--- config.mk ---
export PLATFORM = sky130hd
export DESIGN_NAME = mbist_march_ctrl
export DESIGN_NICKNAME = d
export VERILOG_FILES = /design/src/rtl/mbist_march_ctrl.sv
export SDC_FILE = /design/constraint.sdc
export NUM_CORES = 1
export LEC_CHECK = 0
export BUFFER_PORTS_ARGS = -buffer_cell sky130_fd_sc_hd__buf_2
export CORE_UTILIZATION = 34
export DETAILED_ROUTE_END_ITERATION = 12
export GPL_ROUTABILITY_DRIVEN = 0
export PLACE_DENSITY = 0.54
export SETUP_SLACK_MARGIN = 0.02
export SLEW_MARGIN = 15
export SYNTH_ARGS = -nofsm -noshare
export SYNTH_HDL_FRONTEND = slang
export SYNTH_SLANG_ARGS = --single-unit
export TNS_END_PERCENT = 5
--- constraint.sdc ---
create_clock -name clk -period 7 [get_ports clk]
set_input_delay 2.1 -clock clk [delete_from_list [all_inputs] [get_ports clk]]
set_output_delay 2.1 -clock clk [all_outputs]
set_load 0.1 [all_outputs]
--- src/rtl/mbist_march_ctrl.sv ---
// March C- BIST controller: one memory operation per cycle, reads checked through a 2-stage return pipeline.
// Optional build macro MBIST_STOP_ON_FAIL_EN aborts the march at the first miscompare and drains in-flight reads.
module mbist_march_ctrl #(
  parameter int DATA_WIDTH = 8,
  parameter int ADDR_WIDTH = 4,
  parameter int CAPACITY   = 15
) (
  input  logic                  clk,
  input  logic                  rst,
  input  logic                  start,
  output logic                  busy,
  output logic                  done,
  output logic                  fail,
  output logic [ADDR_WIDTH-1:0] fail_addr,
  output logic [2:0]            fail_elem,
  output logic [DATA_WIDTH-1:0] fail_data,
  output logic [7:0]            err_cnt,
  output logic                  write_read,
  output logic [ADDR_WIDTH-1:0] address,
  output logic [DATA_WIDTH-1:0] wdata,
  input  logic [DATA_WIDTH-1:0] rdata
);

  localparam logic [ADDR_WIDTH-1:0] LAST_ADDR = ADDR_WIDTH'(CAPACITY);
  localparam logic [ADDR_WIDTH-1:0] ADDR_ONE  = ADDR_WIDTH'(1);

  typedef enum logic [2:0] {IDLE, PRE, RUN, DRAIN, DONE} state_t;

  state_t                  state, state_nxt;
  logic [2:0]              elem, adv_elem;
  logic [ADDR_WIDTH-1:0]   addr, adv_addr;
  logic                    phase, adv_phase;
  logic                    last_op, two_op, down;
  logic                    drain_cnt;
  logic                    accept, mismatch;
  logic                    rd_valid1, rd_valid2, rd_exp1, rd_exp2;
  logic [2:0]              rd_elem1, rd_elem2;
  logic [ADDR_WIDTH-1:0]   rd_addr1, rd_addr2;

  // Element/phase decode: E0 is w0 only, E5 is r0 only, the rest are read-then-write pairs.
  function automatic logic op_write(input logic [2:0] e, input logic ph);
    case (e)
      3'd0:    return 1'b1;
      3'd5:    return 1'b0;
      default: return ph;
    endcase
  endfunction

  function automatic logic op_bit(input logic [2:0] e, input logic ph);
    case (e)
      3'd1, 3'd3: return ph;
      3'd2, 3'd4: return ~ph;
      default:    return 1'b0;
    endcase
  endfunction

  assign accept   = (state == IDLE) && start;
  assign mismatch = rd_valid2 && (rdata != {DATA_WIDTH{rd_exp2}});

  // Position of the operation following the current one in the march.
  always_comb begin
    adv_elem  = elem;
    adv_addr  = addr;
    adv_phase = 1'b0;
    last_op   = 1'b0;
    two_op    = (elem != 3'd0) && (elem != 3'd5);
    down      = (elem == 3'd3) || (elem == 3'd4);
    if (two_op && !phase) begin
      adv_phase = 1'b1;
    end else if (down ? (addr != '0) : (addr != LAST_ADDR)) begin
      adv_addr = down ? addr - ADDR_ONE : addr + ADDR_ONE;
    end else if (elem == 3'd5) begin
      last_op = 1'b1;
    end else begin
      adv_elem = elem + 3'd1;
      adv_addr = ((elem == 3'd2) || (elem == 3'd3)) ? LAST_ADDR : '0;
    end
  end

  always_ff @(posedge clk or posedge rst) begin
    if (rst) state <= IDLE;
    else     state <= state_nxt;
  end

  // Next state and memory-port outputs; wdata always carries the next operation's write word.
  always_comb begin
    state_nxt  = state;
    busy       = 1'b0;
    done       = 1'b0;
    write_read = 1'b0;
    address    = '0;
    wdata      = '0;
    case (state)
      IDLE: if (start) state_nxt = PRE;
      PRE: begin
        busy      = 1'b1;
        state_nxt = RUN;
        if (op_write(elem, phase)) wdata = {DATA_WIDTH{op_bit(elem, phase)}};
      end
      RUN: begin
        busy       = 1'b1;
        write_read = op_write(elem, phase);
        address    = addr;
        if (!last_op && op_write(adv_elem, adv_phase))
          wdata = {DATA_WIDTH{op_bit(adv_elem, adv_phase)}};
        if (last_op) state_nxt = DRAIN;
`ifdef MBIST_STOP_ON_FAIL_EN
        if (mismatch) state_nxt = DRAIN;
`endif
      end
      DRAIN: begin
        busy = 1'b1;
        if (drain_cnt) state_nxt = DONE;
      end
      DONE: begin
        done      = 1'b1;
        state_nxt = IDLE;
      end
      default: state_nxt = IDLE;
    endcase
  end

  always_ff @(posedge clk or posedge rst) begin
    if (rst) begin
      elem      <= '0;
      addr      <= '0;
      phase     <= 1'b0;
      drain_cnt <= 1'b0;
    end else begin
      drain_cnt <= (state == DRAIN) ? ~drain_cnt : 1'b0;
      if (accept) begin
        elem  <= '0;
        addr  <= '0;
        phase <= 1'b0;
      end else if (state == RUN) begin
        elem  <= adv_elem;
        addr  <= adv_addr;
        phase <= adv_phase;
      end
    end
  end

  // Each read's expectation travels two stages so it lines up with rdata from the memory.
  always_ff @(posedge clk or posedge rst) begin
    if (rst) begin
      rd_valid1 <= 1'b0;
      rd_exp1   <= 1'b0;
      rd_elem1  <= '0;
      rd_addr1  <= '0;
      rd_valid2 <= 1'b0;
      rd_exp2   <= 1'b0;
      rd_elem2  <= '0;
      rd_addr2  <= '0;
    end else begin
      rd_valid1 <= (state == RUN) && !op_write(elem, phase);
      rd_exp1   <= op_bit(elem, phase);
      rd_elem1  <= elem;
      rd_addr1  <= addr;
      rd_valid2 <= rd_valid1;
      rd_exp2   <= rd_exp1;
      rd_elem2  <= rd_elem1;
      rd_addr2  <= rd_addr1;
    end
  end

  always_ff @(posedge clk or posedge rst) begin
    if (rst) begin
      fail      <= 1'b0;
      fail_addr <= '0;
      fail_elem <= '0;
      fail_data <= '0;
      err_cnt   <= '0;
    end else if (accept) begin
      fail      <= 1'b0;
      fail_addr <= '0;
      fail_elem <= '0;
      fail_data <= '0;
      err_cnt   <= '0;
    end else if (mismatch) begin
      if (!fail) begin
        fail      <= 1'b1;
        fail_addr <= rd_addr2;
        fail_elem <= rd_elem2;
        fail_data <= rdata;
      end
      if (err_cnt != 8'hFF) err_cnt <= err_cnt + 8'd1;
    end
  end

endmodule

==> flow_metrics.py <==
metrics = {
    "logic_synthesis": {
        "synth_top_family_by_area": "simple AND/OR/NAND/NOR gates",
        "yosys_warnings": 0,
        "synth-edff-count": 0,
        "synth-xor-area-share_pct": 1.365,
        "yosys.area_share.simple_pct": 20.03,
        "synth_fa_ha_area_share_pct": 4.678,
        "synth-main-ff-cell": "dfrtp_1",
        "synth_mux_area_share_pct": 3.850,
        "syn_avg_cell_area_um2": 10.31,
        "syn_area_um2": 2567,
        "synth-seq-cells": 54,
        "synth_nets": 269,
        "synth_seq_area_share_pct": 52.63,
        "synthArstFlopShare_pct": 100.0,
        "syn_inst": 249,
        "synth-compound-area-share_pct": 12.18,
        "ys_types": 46,
    },
    "worst_hold_path": {
        "holdPathEnd": "rd_elem2[2]",
        "hold_path_class": "reg2reg",
        "min_path_cells": 0,
        "worstHoldStart": "rd_elem1[2]",
    },
    "grt": {
        "antenna_found_initial": 0,
        "grt_pass1_wl_um": 7976,
        "grt_pass1_vias": 1663,
        "grt_overflow": 0,
        "grt_usage_pct": 13.23,
        "grt_max_degree": 55,
    },
    "clock_network": {
        "htreeDepth": 2,
        "root_buffer": "clkbuf_8",
        "clk_pin_slew_ns": 0.10,
        "cts_tree": "done",
        "clk_latency_ns": 0.30,
        "clockBufferDepth": 2,
        "postCtsSetupRepairBufs": 0,
        "cts_resized": 0,
        "cts_hold_buffers": 0,
        "cts.sinks": 54,
        "cts_buffers": 5,
    },
    "setup_path": {
        "cp_top_family": "multiplexers",
        "regToRegSetupSlack_ns": 4.55,
        "path_max_fanout": 10,
        "crit_start": "elem[0]",
        "worst_ep_arrival_time_ns": 2.67,
        "path_buf_inv": 2,
        "worst-r2r-cell-count": 10,
        "r2r-end": "addr[3]",
        "worstPathRequired_ns": 4.90,
        "cpPeakStageDelay_ns": 0.48,
        "path_class": "reg2out",
        "critPathCaptureType": "primary output",
        "start_kind": "flop",
        "slowest_stage": "dfrtp_1",
        "reg2reg_from": "elem[0]",
        "crit_path_cell_trace": "inv_1, ha_1, mux2i_4, mux2_4, a32o_1, nand4b_1, nand2_1, buf_2",
    },
    "timing": {
        "period_share_pct": 68.13,
        "relSlewSlack_pct": 42.66,
        "period_minus_slack_ns": 4.769,
        "setup_ws_ns": 2.231,
        "fin_setup_tns_ns": 0,
        "rsz0062_at_grt": "no",
        "fin_worst_skew_ns": 0.003117,
        "hold_viol": 0,
        "fmaxAchievable_mhz": 209.7,
        "slew_viol_final": 0,
        "setup_viol": 0,
        "max_slew.worst_pin.slew_ns": 0.8600,
    },
    "floorplanning": {
        "dieArea_um2": 7903,
        "start_util_pct": 35.21,
        "die_w_um": 88.90,
        "num_rows": 31,
        "ios": 50,
        "coreArea_um2": 7292,
        "die_h_um": 88.90,
    },
    "drt": {
        "ant_nets": 0,
        "viasPerCell": 4.964,
        "drt_iter0_drc": 83,
        "route.detailed.drc": 0,
        "vias": 1936,
        "first_pass_iters": 4,
        "wire_per_inst_um": 12.93,
        "wl_um": 5041,
    },
    "place": {
        "numPortBuffers": 49,
        "placed_cell_area_um2": 2843,
        "dp_slack_ns": 2.583,
        "dp_hpwl_um": 3472,
    },
    "layout": {
        "multi_input_area_um2": 1084,
        "nNetsFinal": 310,
        "antenna_cells": 0,
        "ff_latch_area_um2": 1351,
        "n_fill_cell": 773,
        "syn_to_final_growth_pct": 14.52,
        "drive_gt1_share_pct": 23.71,
        "finalInstanceArea_um2": 2940,
    },
    "power": {
        "total_power_uw": 698.8,
        "power_density_nw_per_um2": 237.7,
        "p_leak_uw": 0.001411,
        "peakVddDrop_v": 0.00009995,
    },
    "outcome": {
        "outcome": "finished clean",
    },
    "run": {
        "maxCapViolations": 0,
    },
}
## stage by stage
stage	utilization [%]	hold slack [ns]	std cells
final	40.32	0.3579	390
after global routing	40.32	0.3650	390
after CTS	40.29	0.3555	390
after detailed placement	38.98	0.3347	382
after global placement	38.98	0.3324	382
after floorplan	-	0.3312	249
## kinds of logic after synthesis
kind of cell,count (synthesis)
xor gates and xnor gates,4
AOI/OAI and AO/OA,48
buffers and inverters,25
muxes,8
DFF,54
and+or+nand+nor,101
adders and majority gates,9
## how the worst max path moves through the flow
stage	endpoint	slack [ns]	cells past startpoint
4_1_cts	wdata[2]	2.23	8
6_report	wdata[2]	2.23	8
5_1_grt	wdata[3]	2.06	8
2_1_floorplan	wdata[1]	2.11	8
3_5_place_dp	wdata[2]	2.58	8
3_3_place_gp	wdata[1]	2.68	8
## state kept, by name (all words and copies together), names as in the netlist
register	flops
rd_exp2	1
fail_data	8
phase	1
fail	1
rd_elem1	3
fail_elem	3
drain_cnt	1
rd_valid1	1
rd_elem2	3
fail_addr	4
rd_exp1	1
err_cnt	8
rd_addr1	4
addr	4
rd_addr2	4
rd_valid2	1
elem	3
state	3
## synth_stat cells, drive strengths merged, types with 3 or more instances
library cell / instances / area share, %
o21ai: 21 / 4.2
mux2i: 6 / 2.8
clkbuf: 7 / 1.0
buf: 9 / 2.9
nand3: 21 / 4.1
nand4: 5 / 1.2
inv: 9 / 1.3
and3: 4 / 1.0
and4: 3 / 1.0
ha: 8 / 3.9
and2: 4 / 0.97
a21oi: 11 / 2.1
nand2: 27 / 3.9
or3: 4 / 0.97
xor2: 3 / 1.0
nor2: 18 / 2.6
dfrtp: 54 / 53
## per-layer routing
layer | GRT usage [%] | share of wire (%) | wire length [µm] | vias up
li1 | - | - | - | 951
met1 | 18.30 | 50 | 2509 | 927
met2 | 20.70 | 45 | 2267 | 51
met3 | 2.862 | 3.7 | 188 | 7
met4 | 4.399 | 1.5 | 76 | 0
met5 | 0 | 0 | 0 | -
## layout by cell type (no fill, tap or decap), drive strengths merged, types with 2 or more instances in the layout
cell type	Yosys	layout
buf	9	50
nand4b	2	2
nand2	27	27
nand3	21	21
a32o	2	2
inv	9	9
clkbuf	7	5
ha	8	8
o211ai	2	2
and2	4	4
xor2	3	3
mux2i	6	6
and3	4	4
clkinv	0	3
nor3b	2	2
nor4	2	2
dfrtp	54	54
or4	2	2
or3	4	4
a21oi	11	11
o21ai	21	21
a21o	2	2
nor3	2	2
nand4	5	5
nor2b	2	2
mux2	2	2
and4	3	3
nor2	18	18
and2b	2	2
## final cells by class
type                            instances  area share (%)
Tap cell                               99           4.213
Timing Repair Buffer                   50           8.596
Multi-Input combinational cell        170           36.85
Clock buffer                            5           2.340
Inverter                                9           1.149
Clock inverter                          3          0.8936
Sequential cell                        54           45.96
## where the power goes
group          internal [µW]  switching, µW
Combinational           31.2            143
Clock                   72.5            109
Sequential               327           17.3
Total                    431            268
(Power assumes the default switching activity.)
